`src/rtl/pipo_load_arbiter.sv`:
```
// Round-robin arbiter that shares one PIPO holding register among N requesters,
// issuing a single-cycle LOAD strobe per grant followed by a fixed idle gap.
module pipo_load_arbiter #(
  parameter int N   = 4,
  parameter int DW  = 16,
  parameter int GAP = 1
) (
  input  logic                 clk,
  input  logic                 rst,
  input  logic [N-1:0]         req,
  input  logic [N*DW-1:0]      data_i,
  output logic [N-1:0]         ack,
  output logic                 load_o,
  output logic [DW-1:0]        data_o,
  output logic [$clog2(N)-1:0] grant_id,
  output logic                 busy_o
);

  localparam int IW = $clog2(N);
  localparam logic [N-1:0] ONE = N'(1);

  typedef enum logic [1:0] {IDLE, LOAD, GAPS} state_t;

  state_t        state, state_n;
  logic [3:0]    cnt, cnt_n;
  logic [IW-1:0] prio, prio_n, win;
  logic          found, grant;
  int            scan_idx;

  // Rotating scan starting at prio; the first asserted request wins.
  always_comb begin
    win      = '0;
    found    = 1'b0;
    scan_idx = 0;
    for (int k = 0; k < N; k++) begin
      scan_idx = int'(prio) + k;
      if (scan_idx >= N) scan_idx = scan_idx - N;
      if (!found && req[scan_idx]) begin
        found = 1'b1;
        win   = IW'(scan_idx);
      end
    end
  end

  assign grant  = (state == IDLE) && found;
  assign prio_n = (win == IW'(N - 1)) ? '0 : win + IW'(1);

  always_comb begin
    state_n = state;
    cnt_n   = cnt;
    case (state)
      IDLE: if (found) state_n = LOAD;
      LOAD: begin
        if (GAP > 0) begin
          state_n = GAPS;
          cnt_n   = 4'(GAP);
        end else begin
          state_n = IDLE;
        end
      end
      GAPS: begin
        if (cnt <= 4'd1) begin
          state_n = IDLE;
          cnt_n   = '0;
        end else begin
          cnt_n = cnt - 4'd1;
        end
      end
      default: state_n = IDLE;
    endcase
  end

  always_ff @(posedge clk or negedge rst) begin
    if (!rst) begin
      state  <= IDLE;
      cnt    <= '0;
      busy_o <= 1'b0;
    end else begin
      state  <= state_n;
      cnt    <= cnt_n;
      busy_o <= (state_n != IDLE);
    end
  end

  // data_o and grant_id only change on a grant so the register input stays stable.
  always_ff @(posedge clk or negedge rst) begin
    if (!rst) begin
      prio     <= '0;
      load_o   <= 1'b0;
      ack      <= '0;
      data_o   <= '0;
      grant_id <= '0;
    end else begin
      load_o <= 1'b0;
      ack    <= '0;
      if (grant) begin
        load_o   <= 1'b1;
        ack      <= ONE << win;
        data_o   <= data_i[int'(win)*DW +: DW];
        grant_id <= win;
        prio     <= prio_n;
      end
    end
  end

endmodule

```
`config.mk`:
```
export PLATFORM = sky130hd
export DESIGN_NAME = pipo_load_arbiter
export DESIGN_NICKNAME = d
export VERILOG_FILES = /design/src/rtl/pipo_load_arbiter.sv
export SDC_FILE = /design/constraint.sdc
export NUM_CORES = 1
export LEC_CHECK = 0
export ABC_AREA = 1
export CAP_MARGIN = 20
export CORE_ASPECT_RATIO = 1.25
export CORE_MARGIN = 2
export CORE_UTILIZATION = 45
export CTS_CLUSTER_DIAMETER = 40
export DETAILED_ROUTE_END_ITERATION = 8
export PLACE_DENSITY = 0.84
export SYNTH_ARGS = -nofsm -noshare
export SYNTH_HDL_FRONTEND = slang
export SYNTH_SLANG_ARGS = --single-unit
```
`constraint.sdc`:
```
create_clock -name clk -period 4.6 [get_ports clk]
set_input_delay 0.46 -clock clk [delete_from_list [all_inputs] [get_ports clk]]
set_output_delay 0.46 -clock clk [all_outputs]
set_load 0.02 [all_outputs]
```
# ---- After elaboration in Yosys (flattened, before gate mapping)
# Cells that the tools add are included.
dict set report totals {
  out_inout_bits 24
  register_bits 32
  in_bits 70
}
dict set report op_classes {
  n_reduce_logical 10
  mux 32
  eq_ne 3
  add_sub_neg 9
  n_lt_le_gt_ge 9
  shifts 2
}
# cell count
set ops {}
lappend ops {{$lt 32x4->1 const B} 4}
lappend ops {{$mux 32} 4}
lappend ops {{$shiftx 64x7->16} 1}
lappend ops {{$mux 2} 7}
lappend ops {{$mux 1} 13}
lappend ops {{$sub 3x3->4 const B} 3}
lappend ops {{$ge 3x3->1 const B} 3}
lappend ops {{$bmux 1 s2} 4}
lappend ops {{$mux 4} 2}
lappend ops {{$pmux 4 s2} 1}
lappend ops {{$add 2x2->3 const B} 2}
lappend ops {{$pmux 2 s3} 1}
lappend ops {{$eq 2x2->1 const B} 2}
lappend ops {{$le 4x1->1 const B} 1}
lappend ops {{$logic_and 1x1->1} 4}
lappend ops {{$reduce_bool 2->1} 2}
lappend ops {{$shl 1x2->4 const A} 1}
lappend ops {{$sub 2x3->4 const B} 1}
lappend ops {{$sub 4x1->4 const B} 1}
lappend ops {{$add 2x1->3 const B} 1}
lappend ops {{$ge 2x3->1 const B} 1}
lappend ops {{$logic_not 1->1} 3}
lappend ops {{$add 2x1->2 const B} 1}
lappend ops {{$eq 2x1->1 const B} 1}
lappend ops {{$logic_not 2->1} 1}

# ---- Depth between registers and ports, before layout
dict set report logic_depth {
  ltp_word 18
  depth_mapped 17
  depth_no_buf 14
}

# ---- Least setup slack after synthesis
# Ideal clock, no wire load.
dict set report synth_timing {
  path_kind {register to register}
  start {register prio[0]}
  end {register prio[1]}
  stages_incl_launch_ff 15
  n_path_buf 3
  required_ps 4473
  setup_time_ps 127
  synth_period_minus_slack_ps 1973
  t_arrival_ps 1846
  slack_ps 2627
  path_cell_list {dfrtp_1 buf_4 nand2_1 nand2_4 nand2_2 nand2_4 nor2_8 nand3_4 nand3_2 inv_2 buf_6 buf_6 ha_1 nand2_1 o21ai_0}
}
dict set report synth_between {
  elab_chain_cells 17
}
# item line
set synth_lines {}
lappend synth_lines {{start, declared} 26} ;# logic [IW-1:0] prio, prio_n, win;
lappend synth_lines {{start signal, assigned} 101} ;# prio <= prio_n;
lappend synth_lines {{parallel branches: the longest is 14 deep, another holds $sub 3x3->4} --}
lappend synth_lines {{$mux 2 *} 38} ;# if (!found && req[scan_idx]) begin
lappend synth_lines {{net win[0]} 26}
lappend synth_lines {{$add 2x1->2 or $eq 2x2->1 (tied branches)} 46} ;# assign prio_n = (win == IW'(N - 1)) ? '0 : win + IW'(1);
lappend synth_lines {{$mux 2 *} 46}
lappend synth_lines {{net prio_n[1]} 26}
# Mark *: on every way through the listed nets, which the timed path passes. The select of a mux whose other input is x is not followed.
# A chain may end at the register's enable or synchronous reset.

# ---- Worst setup path in the final report
dict set report layout_timing {
  start {register prio[0]}
  end {register prio[1]}
}
dict set report layout_between {
  elab_chain_cells 17
}
# item line
set layout_lines {}
lappend layout_lines {{parallel branches: the longest is 14 deep, another holds $sub 3x3->4} --}
lappend layout_lines {{$mux 2 *} 38}
lappend layout_lines {{$add 2x1->2 or $eq 2x2->1 (tied branches)} 46}
lappend layout_lines {{$mux 2 *} 46}
lappend layout_lines {{net prio_n[1]} 26}
# Marked as above.

==> summary.md <==
| Metric | Value |
|---|---|
| Max Root-Sink Buffers | `2` |
| Sequential Power Share | `19.6%` |
| Hold depth | `2` |
| NetSw | `1.34 mW` |
| Pre-CTS setup slack | `1.34 ns` |
| Final setup viols | `0` |
| CP max stage delay | `0.64 ns` |
| LEAKAGE | `1.69 nW` |
| Net Sw Frac | `53.1%` |
| Antenna-violating nets left | `0` |
| Internal reg-to-reg setup slack | `1.57 ns` |
| Crit path launch | `prio[0]` |
| Clock-pin slew on the worst setup and hold paths | `0.06 ns` |
| Core Region | `4800 um^2` |
| Setup TNS | `0 ns` |
| Die width | `67.5 um` |
| Number of synthesized flops with an enable pin | `0` |
| Fmax | `330 MHz` |
| Startpoint types | `register` |
| Clock Skew | `0.0145 ns` |
| Top_reg_cell synth | `dfrtp_1` |
| Max FO, Critical Path | `35` |
| P_int | `1.19 mW` |
| Mapped Nets | `423` |
| Post-synth top area cell | `dfrtp_1` |
| Worst slew margin | `54.1%` |
| GRT overflow | `0` |
| Clk_lat worst skew | `0.29 ns` |
| Worst flop-to-flop path startpoint | `prio[0]` |
| Initial antenna violation count | `0` |
| FFs w/ async S/R, synth | `100%` |
| Distinct cells, synth | `27` |
| Critical Path RT | `4.76 ns` |
| Nets@finish | `512` |
| Comb power frac | `71.4%` |
| Worst-Margin Slew | `0.687 ns` |
| Cells after Synth | `343` |
| CTS sink count | `32` |
| Top-count cell post-synth | `nand2_1` |
| Reg2Reg Depth | `11` |
| DR vias | `2342` |
| Crit. End Element | `register` |
| Critical Path, Cell by Cell | `inv_2 > nand2_1 > nand3_1 > nand2_1 > inv_1 > nand3_4 > nand3_2 > inv_2 > ha_1 > nand2_1 > o21ai_0` |
| Layout filler cell count | `424` |
| Max cap viols | `0` |
| Cell Rows | `28` |
| RR Endpoint | `prio[1]` |
| Critical path class | `register to register` |
| Cts bufs inserted | `5` |
| Status | `complete, no violations` |
| Initial core utilization | `47.3%` |
| Initial drt markers | `115` |
| Post-DP HPWL | `4530 um` |
| Detail-routed net length per standard cell | `11.9 um` |
| CTS root buf | `clkbuf_8` |
| Worst path arrival time | `3.19 ns` |
| Io pins | `94` |
| Largest net degree at the start of global routing | `36` |
| Unrepaired setup endpoints after global routing | `false` |
| Setup Fix Bufs, Post-CTS | `0` |
| Smallest hold slack | `0.486 ns` |
| Post-route worst setup slack | `1.57 ns` |
| Hold Path End | `data_o[1]` |
| DR vias/cell | `4.75` |
| Post-Route WL | `5840 um` |
| PD cells | `769 nW/um^2` |
| Cts hold-fix bufs | `0` |
| Peak supply drop | `0.382 mV` |
| DRC | `0` |
| TritonCTS clock tree | `yes` |
| Slowest library cell on the worst path | `inv_2` |
| Die H | `83.4 um` |
| # diodes | `0` |
| Synthesized area per cell | `6.61 um^2` |
| Initial DRT Pass Iterations | `4` |
| Bufs and invs on worst path | `3` |
| Die ar. | `5630 um^2` |
| IO buf count | `93` |
| CP most frequent cell | `nand2_1` |
| Final period utilization | `65.9%` |
| Synth Warn # | `0` |
| Yosys top cell area share | `35.3%` |
| # resized after CTS | `0` |
| Synth Register Bits | `32` |
| Post-layout min period | `3.03 ns` |
| Top delay family on crit path | `simple AND/OR/NAND/NOR gates` |
| Post-Syn Area | `2270 um^2` |
| Placer congestion estimate | `0.821` |
| Layout cell share with drive strength beyond 1 | `7.39%` |
| Clock network power share | `9.0%` |
| First-pass GRT wire length | `9670 um` |
| Seq/Total Area, Yosys | `35.3%` |
| Final Max Tran Viols | `0` |
| Syn-to-layout area delta | `45.0%` |
| Final Hold Viols | `0` |
| Post-synth top cells | `nand2_1 (179), dfrtp_1 (32), nand3_1 (29)` |
| Hold WC Path Type | `register to register` |
| Total GRT Usage | `22.3%` |
| Worst Hold Launch | `data_o[1]` |
| Top post-synthesis cells by area | `dfrtp_1 (35%), nand2_1 (30%), nand3_1 (6.4%), ha_1 (5.5%), inv_1 (4.5%)` |
| H-tree Lvls | `2` |
| Vias in the first global route | `2257` |
==> how the worst max path moves through the flow <==
stage	to	slack, ns	cells after the start
after floorplan	prio[1]	2.63	14
after global routing	prio[1]	1.24	11
final	prio[1]	1.57	11
after detailed placement	prio[1]	1.34	12
after CTS	prio[1]	1.56	11
after global placement	prio[1]	1.44	12
==> cell families (layout without fill, tap and decap cells) <==
group / count (synthesis) / count (layout) / synth area share, %
xor gates and xnor gates: 2 / 2 / 0.772
and+or+nand+nor: 245 / 245 / 46.7
adders and majority gates: 10 / 10 / 5.52
buffers and inverters: 44 / 134 / 9.16
AOI/OAI and AO/OA: 10 / 10 / 2.54
DFF: 32 / 32 / 35.3
==> area by class of cell <==
class	count	area, um^2	area share, %
Clock inverter	1	7.51	0.228
Multi-Input combinational cell	267	1260	38.3
Sequential cell	32	801	24.4
Timing Repair Buffer	94	938	28.5
Tap cell	60	75.1	2.28
Inverter	32	120	3.65
Clock buffer	7	86.3	2.63
==> metrics by stage <==
step	std cells	instance area [um^2]	utilization, %	total power [mW]
after floorplan	343	2270	-	1.90
after global placement	485	3190	66.6	2.25
after detailed placement	485	3190	66.6	2.31
after CTS	493	3290	68.5	2.55
after global routing	493	3290	68.5	2.81
final	493	3290	68.5	2.53
==> metal layers <==
metal  global-route usage [%]  part of all wire, %  vias to the layer above
li1                         -                    -                     1225
met1                     24.8                   39                     1050
met2                     39.3                   54                       56
met3                     5.01                  5.1                       11
met4                     9.28                  2.4                        0
met5                        0                    0                        -
==> worst reg2reg max path: cells and delay by family (launching register included) <==
family,cells,cell delay (ns)
buffers and inverters,3,0.92
and+or+nand+nor,6,1.05
AOI/OAI and AO/OA,1,0.08
adders and majority gates,1,0.32
DFF,1,0.55
==> power by group through the flow <==
| stage | registers [mW] | clock network, mW | logic, mW |
|---|---|---|---|
| after floorplan | 0.591 | 0 | 1.31 |
| after global placement | 0.498 | 0 | 1.76 |
| after detailed placement | 0.502 | 0 | 1.81 |
| after CTS | 0.498 | 0.230 | 1.82 |
| after global routing | 0.511 | 0.244 | 2.05 |
| final | 0.497 | 0.226 | 1.80 |
==> registers in the layout, summed over array words and instances, names as in the netlist <==
register,flops
load_o,1
busy_o,1
ack,4
state,2
data_o,16
grant_id,2
prio,2
cnt,4
==> cell usage in the layout, fill, tap and decap left out, drive strengths merged <==
cell type and n:
clkinvlp 1, dfrtp 32, nand4 1, clkdlybuf4s50 93
nand3 33, nor2 20, nand2 189, o21ai 5
ha 10, o21bai 1, a21oi 3, xor2 1
inv 32, nor4 1, clkbuf 7, xnor2 1
a31oi 1, buf 1, or2 1
Power figures use the tool's default switching activity.
